===== config.mk =====
export PLATFORM = sky130hd
export DESIGN_NAME = mem_bus_arbiter
export DESIGN_NICKNAME = d
export VERILOG_FILES = /design/src/rtl/mem_bus_arbiter_pkg.sv /design/src/rtl/mem_bus_arbiter.sv
export SDC_FILE = /design/constraint.sdc
export NUM_CORES = 1
export LEC_CHECK = 0
export CAP_MARGIN = 15
export CORE_AREA = 5 5 285 287
export DETAILED_ROUTE_END_ITERATION = 12
export DIE_AREA = 0 0 290 292
export PLACE_DENSITY = 0.46
export SLEW_MARGIN = 25
export SYNTH_ARGS = -nofsm -noshare
export SYNTH_HDL_FRONTEND = slang
export SYNTH_SLANG_ARGS = --single-unit

===== constraint.sdc =====
create_clock -name CLK -period 3.3 [get_ports CLK]
set_input_delay 0.495 -clock CLK [delete_from_list [all_inputs] [get_ports CLK]]
set_output_delay 0.495 -clock CLK [all_outputs]
set_load 0.1 [all_outputs]

===== src/rtl/mem_bus_arbiter_pkg.sv =====
// Shared definitions for the instruction/data cache memory-port arbiter:
// default bus widths, FSM state encodings and the starvation counter helper.
package mem_bus_arbiter_pkg;

  localparam int unsigned ARB_ADDR_W_DEF  = 28;
  localparam int unsigned ARB_BLOCK_W_DEF = 128;
  localparam int unsigned ARB_STARVE_W    = 4;

  // 2'b11 is unused; the FSM treats it as illegal and falls back to ARB_IDLE.
  typedef enum logic [1:0] {
    ARB_IDLE    = 2'b00,
    ARB_SERVE_D = 2'b01,
    ARB_SERVE_I = 2'b10
  } arb_state_e;

  // Saturating increment for the starvation counter.
  function automatic logic [ARB_STARVE_W-1:0] starve_inc(input logic [ARB_STARVE_W-1:0] v);
    return (v == '1) ? v : v + ARB_STARVE_W'(1);
  endfunction

endpackage


===== src/rtl/mem_bus_arbiter.sv =====
// mem_bus_arbiter: shares one main-memory block port between the I-cache
// (read-only) and the D-cache (read/write). Data-first priority, one idle
// turnaround cycle between transfers, and a starvation limit that forces an
// I grant after STARVE_LIMIT consecutive D grants made while i_read waits.
// Ports:
//   CLK, RESET                   clock, synchronous active-high reset
//   i_read/i_address             I-cache block read request (level)
//   i_readdata/i_busywait        I-cache return data and stall
//   d_read/d_write/d_address/d_writedata   D-cache fill / write-back request
//   d_readdata/d_busywait        D-cache return data and stall
//   mem_read/mem_write           registered memory strobes
//   mem_address/mem_writedata    registered memory address / write block
//   mem_readdata/mem_busywait    memory return data and busy
module mem_bus_arbiter
  import mem_bus_arbiter_pkg::*;
#(
  parameter int unsigned ADDR_W       = ARB_ADDR_W_DEF,
  parameter int unsigned BLOCK_W      = ARB_BLOCK_W_DEF,
  parameter int unsigned STARVE_LIMIT = 4
) (
  input  logic               CLK,
  input  logic               RESET,
  input  logic               i_read,
  input  logic [ADDR_W-1:0]  i_address,
  output logic [BLOCK_W-1:0] i_readdata,
  output logic               i_busywait,
  input  logic               d_read,
  input  logic               d_write,
  input  logic [ADDR_W-1:0]  d_address,
  input  logic [BLOCK_W-1:0] d_writedata,
  output logic [BLOCK_W-1:0] d_readdata,
  output logic               d_busywait,
  output logic               mem_read,
  output logic               mem_write,
  output logic [ADDR_W-1:0]  mem_address,
  output logic [BLOCK_W-1:0] mem_writedata,
  input  logic [BLOCK_W-1:0] mem_readdata,
  input  logic               mem_busywait
);

  localparam logic [ARB_STARVE_W-1:0] LIMIT_C = ARB_STARVE_W'(STARVE_LIMIT);

  arb_state_e                state_q, state_d;
  logic [ARB_STARVE_W-1:0]   starve_q, starve_d;
  logic                      mem_read_q, mem_read_d;
  logic                      mem_write_q, mem_write_d;
  logic [ADDR_W-1:0]         mem_address_q, mem_address_d;
  logic [BLOCK_W-1:0]        mem_writedata_q, mem_writedata_d;
  logic                      d_req;
  logic                      i_done;
  logic                      d_done;

  assign d_req = d_read | d_write;

  // Completion is only recognised out of reset so stalls follow the requests during reset.
  assign i_done = ~RESET & (state_q == ARB_SERVE_I) & ~mem_busywait;
  assign d_done = ~RESET & (state_q == ARB_SERVE_D) & ~mem_busywait;

  assign i_busywait = i_read & ~i_done;
  assign d_busywait = d_req  & ~d_done;

  // Read data is a shared bus; each cache samples it only in its own completion cycle.
  assign i_readdata = mem_readdata;
  assign d_readdata = mem_readdata;

  assign mem_read      = mem_read_q;
  assign mem_write     = mem_write_q;
  assign mem_address   = mem_address_q;
  assign mem_writedata = mem_writedata_q;

  // State and latch registers.
  always_ff @(posedge CLK) begin
    if (RESET) begin
      state_q         <= ARB_IDLE;
      starve_q        <= '0;
      mem_read_q      <= 1'b0;
      mem_write_q     <= 1'b0;
      mem_address_q   <= '0;
      mem_writedata_q <= '0;
    end else begin
      state_q         <= state_d;
      starve_q        <= starve_d;
      mem_read_q      <= mem_read_d;
      mem_write_q     <= mem_write_d;
      mem_address_q   <= mem_address_d;
      mem_writedata_q <= mem_writedata_d;
    end
  end

  // Arbitration, strobe generation and starvation tracking.
  always_comb begin
    state_d         = state_q;
    starve_d        = starve_q;
    mem_read_d      = mem_read_q;
    mem_write_d     = mem_write_q;
    mem_address_d   = mem_address_q;
    mem_writedata_d = mem_writedata_q;

    unique case (state_q)
      ARB_IDLE: begin
        if (d_req && !(i_read && (starve_q >= LIMIT_C))) begin
          state_d       = ARB_SERVE_D;
          // A simultaneous read+write is issued as a write-back.
          mem_write_d   = d_write;
          mem_read_d    = ~d_write;
          mem_address_d = d_address;
          if (d_write) begin
            mem_writedata_d = d_writedata;
          end
          starve_d = i_read ? starve_inc(starve_q) : '0;
        end else if (i_read) begin
          state_d       = ARB_SERVE_I;
          mem_read_d    = 1'b1;
          mem_write_d   = 1'b0;
          mem_address_d = i_address;
          starve_d      = '0;
        end else begin
          starve_d = '0;
        end
      end
      ARB_SERVE_D, ARB_SERVE_I: begin
        // No preemption: hold the grant until memory finishes.
        if (!mem_busywait) begin
          state_d     = ARB_IDLE;
          mem_read_d  = 1'b0;
          mem_write_d = 1'b0;
        end
      end
      default: begin
        state_d     = ARB_IDLE;
        mem_read_d  = 1'b0;
        mem_write_d = 1'b0;
      end
    endcase
  end

endmodule


Yosys cells after proc, flatten, opt, wreduce, memory -nomap -nowiden
Index checks and enable logic that the tools add are counted.
{"block": "word_totals", "regBits": 164, "inputBits": 318, "out_inout_bits": 416}
{"block": "classes", "n_addsub": 1, "n_lt_le_gt_ge": 1, "n_eq_ne": 6, "n_mux": 16, "n_bitwise": 12, "n_reduce_logical": 10}
{"operator": "$mux 28", "n": 2}
{"operator": "$mux 4", "n": 3}
{"operator": "$and 1x1->1", "n": 6}
{"operator": "$mux 2", "n": 3}
{"operator": "$ne 3x3->1 const B", "n": 2}
{"operator": "$reduce_and 2->1", "n": 3}
{"operator": "$mux 1", "n": 5}
{"operator": "$not 1->1", "n": 5}
{"operator": "$add 4x1->4 const B", "n": 1}
{"operator": "$eq 4x4->1 const B", "n": 1}
{"operator": "$ge 4x3->1 const B", "n": 1}
{"operator": "$pmux 1 s2", "n": 2}
{"operator": "$pmux 2 s2", "n": 1}
{"operator": "$reduce_and 3->1", "n": 1}
{"operator": "$eq 2x1->1 const B", "n": 1}
{"operator": "$eq 2x2->1 const B", "n": 1}
{"operator": "$logic_and 1x1->1", "n": 2}
{"operator": "$logic_not 2->1", "n": 1}
{"operator": "$ne 2x2->1 const B", "n": 1}
{"operator": "$reduce_bool 2->1", "n": 1}
{"operator": "$reduce_or 2->1", "n": 1}
{"operator": "$logic_not 1->1", "n": 1}
{"operator": "$or 1x1->1", "n": 1}

Longest topological paths before layout
{"block": "depth", "depth_word": 6, "mapped_depth": 7, "depth_no_buf": 5}

Worst setup path after synthesis
No wires, ideal clock.
{"block": "synth_path", "path_kind": "input-to-output", "from": "input RESET", "to": "output i_busywait", "arrival_ns": 3.350, "t_required_ns": 2.805, "path_slack_ns": -0.545, "stages": 5, "n_path_buf": 3, "cell_sequence": "clkbuf_1 > clkbuf_1 > buf_2 > nor2_1 > a21boi_0"}
{"block": "synth_between", "elab_chain_cells": 5}
{"element": "start: declaration", "line_no": "mem_bus_arbiter.sv:22", "text": "input logic RESET,"}
{"element": "$not 1->1", "line_no": "mem_bus_arbiter.sv:56", "text": "assign i_done = ~RESET & (state_q == ARB_SERVE_I) & ~mem_busywait;"}
{"element": "$and 1x1->1 (2 in a row)", "line_no": "mem_bus_arbiter.sv:56"}
{"element": "$not 1->1", "line_no": "mem_bus_arbiter.sv:59", "text": "assign i_busywait = i_read & ~i_done;"}
{"element": "$and 1x1->1", "line_no": "mem_bus_arbiter.sv:59"}
{"element": "end: declaration", "line_no": "mem_bus_arbiter.sv:26", "text": "output logic i_busywait,"}
Every way passes these cells.

Final worst setup path
{"block": "layout_path", "from": "register mem_writedata_q[110] (netlist: mem_writedata[110])", "to": "output mem_writedata[110]"}
{"element": "start: declaration", "line_no": "mem_bus_arbiter.sv:48", "text": "logic [BLOCK_W-1:0] mem_writedata_q, mem_writedata_d;"}
{"element": "start signal: assignment", "line_no": "mem_bus_arbiter.sv:86", "text": "mem_writedata_q <= mem_writedata_d;"}
{"element": "end: declaration", "line_no": "mem_bus_arbiter.sv:36", "text": "output logic [BLOCK_W-1:0] mem_writedata,"}
No word-level cell between the ends.

==> metrics <==
Slew Limit Fails 0; share of cells above drive strength 1 8.74%; Syn Area/Cell 9.14 µm²; crit path cell chain clkdlybuf4s50_1; CTS tree done; Via Count 6903; RSZ-0062 raised after global routing no; PostCTS Resize Cnt 0; starting density of the core 11.9%; dpl hpwl 25.4 mm; number of H-tree levels 4; Hold Startpoint RESET; Worst Hold End mem_address[24]; worst path required time 2.80 ns; hold path depth 2; Max VDD drop 0.000310 V; Final nets 1408; sequential element share of the synthesized area 35.1%; P per Cell Area 565 nW/µm²; Residual DRC 0; initial antenna violation count 4; core area 78400 µm²; Final Skew 0.0252 ns; Syn Std Cell Area 9360 µm²; Worst-path clk slew 0.10 ns; setup bufs post-CTS 0; Setup CP Type reg2out; Slew headroom 30.5%; maximum fanout along the worst path 2; Pint 4.09 mW; Routability Congestion 0.715; Max Freq 0.399 GHz; Filler cells 8860; post-route ant nets 0; largest net degree at the start of global routing 215; Congestion Overflow GR 0; Synth Instances 1024; Top FF cell, synth dfxtp_1; Hold Buf Count CTS 0; r2r setup slk 1.14 ns; Final Cycle Share 76.0%; Root Driver clkbuf_16; RR Endpoint mem_address[0]; final setup margin 0.792 ns; CP Buf/Inv Count 1; status complete, no violations; Distinct cells, synth 31; sw frac 42.4%; Max Cap Viol 0; NetSw 3.01 mW; # clock sinks 164; CTS max path bufs 2; Final Hold Vio Count 0; Async SR Flop Fraction 0%; IO Port Bufs 349; CP Launch Type register; Die ar. 84700 µm²; worst reg2reg startpoint state_q[1]; Comb pwr share 36.6%; Skew-Pair Late Insertion Delay 0.49 ns; Yosys reg bits 164; Final Power 7.10 mW; dpl ws 0.833 ns; Die Y 292 µm; Clk pwr share 31.3%; number of synthesized flops with an enable pin 0; Die Wd 290 µm; Yosys warning count 0; CP max stage delay 1.17 ns; I/O Pins 734; CP delay by family, top buffers and inverters; drt via density 3.21; Num CTS Buffers 17; first-pass GRT wire length 48.6 mm; Fin Setup TNS 0 ns; final WL 33.5 mm; post-route minimum period 2.51 ns; P_leak 4.51 nW; All-Layer GR Usage 7.60%; Worst setup EP type output pin; worst min path class in2reg; Pre-antenna DRT Iters 4; endpoints failing setup 0; FF-to-FF path depth 6; Syn Nets 1346; Avg WL per Cell 15.6 µm; Tightest Pin Transition 1.04 ns; Seq pwr share 32.1%; vias in the first global route 7185; Critical Path AT 2.01 ns; row count 103; number of DRC markers in iteration 0 221; area grow syn2layout 34.4%; CP max stage cell clkdlybuf4s50_1
[per-layer routing]
metal / global-route usage [%] / vias up / share of wire [%] / routed length, µm
li1: - / 3215 / - / -
met4: 4.69 / 6 / 5.3 / 1770
met2: 10.9 / 474 / 42 / 14200
met5: 0.554 / - / 0.17 / 56
met3: 5.19 / 119 / 13 / 4300
met1: 8.11 / 3089 / 39 / 13100
[cells in the final DEF (no fill, tap or decap), types with 3 or more instances in the layout]
cell / Yosys / layout
clkdlybuf4s50_1: 0 / 307
buf_12: 0 / 4
mux2i_1: 128 / 128
inv_6: 0 / 4
inv_1: 3 / 3
o21ai_0: 32 / 32
a21oi_1: 6 / 6
nand3_1: 29 / 29
dfxtp_1: 164 / 164
clkbuf_16: 0 / 17
inv_8: 0 / 5
nor2_1: 30 / 29
buf_4: 256 / 54
nand2b_1: 257 / 257
a311oi_1: 28 / 28
ha_1: 4 / 4
[metrics by stage]
stage          cell area [µm²]  util [%]  cells  hold slack, ns
4_1_cts                  12600      16.0   2149           0.280
6_report                 12600      16.0   2150           0.347
3_3_place_gp             12000      15.3   2117           0.457
5_1_grt                  12600      16.0   2149           0.299
2_1_floorplan             9360         -   1024           0.471
3_5_place_dp             12000      15.3   2117           0.461
[layout make-up]
class	instances	area (µm²)	share of cell area (%)
tap	1050	1310	10.4
antenna	1	2.50	0.0199
multi-input combinational	534	3780	30.1
inverter	3	11.3	0.0896
sequential	164	3280	26.1
clock inverter	14	183	1.45
clock buffer	18	429	3.41
timing repair buffer	366	3570	28.4
[synthesized netlist by cell type (2+ instances only)]
| cell | count | area share, % |
|---|---|---|
| buf_2 | 8 | 0.43 |
| nand4_1 | 2 | 0.13 |
| o21ai_0 | 32 | 1.7 |
| ha_1 | 4 | 0.53 |
| buf_4 | 256 | 21 |
| nand3_1 | 29 | 1.6 |
| inv_1 | 3 | 0.12 |
| mux2i_1 | 128 | 14 |
| buf_6 | 14 | 1.7 |
| nor2_1 | 30 | 1.2 |
| nand2b_1 | 257 | 17 |
| nand2_1 | 2 | 0.080 |
| o211ai_1 | 2 | 0.16 |
| clkbuf_1 | 45 | 1.8 |
| a21oi_1 | 6 | 0.32 |
| a311oi_1 | 28 | 2.6 |
| dfxtp_1 | 164 | 35 |
[registers in the layout (all words and copies together), names as in the netlist]
| name | cells |
|---|---|
| mem_address | 28 |
| mem_read | 1 |
| mem_write | 1 |
| mem_writedata | 128 |
| starve_q | 4 |
| state_q | 2 |
[power groups by stage]
stage	clock (mW)	sequential [mW]	combinational (mW)
floorplan	0	3.65	2.01
global placement	0	2.32	2.61
detailed placement	0	2.33	2.63
CTS	2.39	2.28	2.63
global route	2.45	2.30	2.71
finish	2.22	2.28	2.60
[cells by family (layout without fill, tap and decap cells)]
| logic type | count (synthesis) | after routing | share of synthesized area (%) |
|---|---|---|---|
| simple gates | 327 | 327 | 20.7 |
| flops | 164 | 164 | 35.1 |
| compound gates | 75 | 75 | 5.39 |
| other cells | 0 | 1 | 0 |
| mux | 128 | 128 | 13.7 |
| buf+inv | 326 | 401 | 24.6 |
| fa+ha+maj | 4 | 4 | 0.535 |
[worst max path at each step]
stage | cells after the start | to | start | slack (ns)
floorplan | 5 | d_busywait | RESET | 0.16
global placement | 5 | mem_address[21] | i_read | 0.86
detailed placement | 5 | mem_writedata[74] | i_read | 0.83
CTS | 1 | mem_address[21] | mem_address[21] | 0.71
global route | 1 | mem_writedata[110] | mem_writedata[110] | 0.68
finish | 1 | mem_writedata[110] | mem_writedata[110] | 0.79
Power figures use the tool's default switching activity.
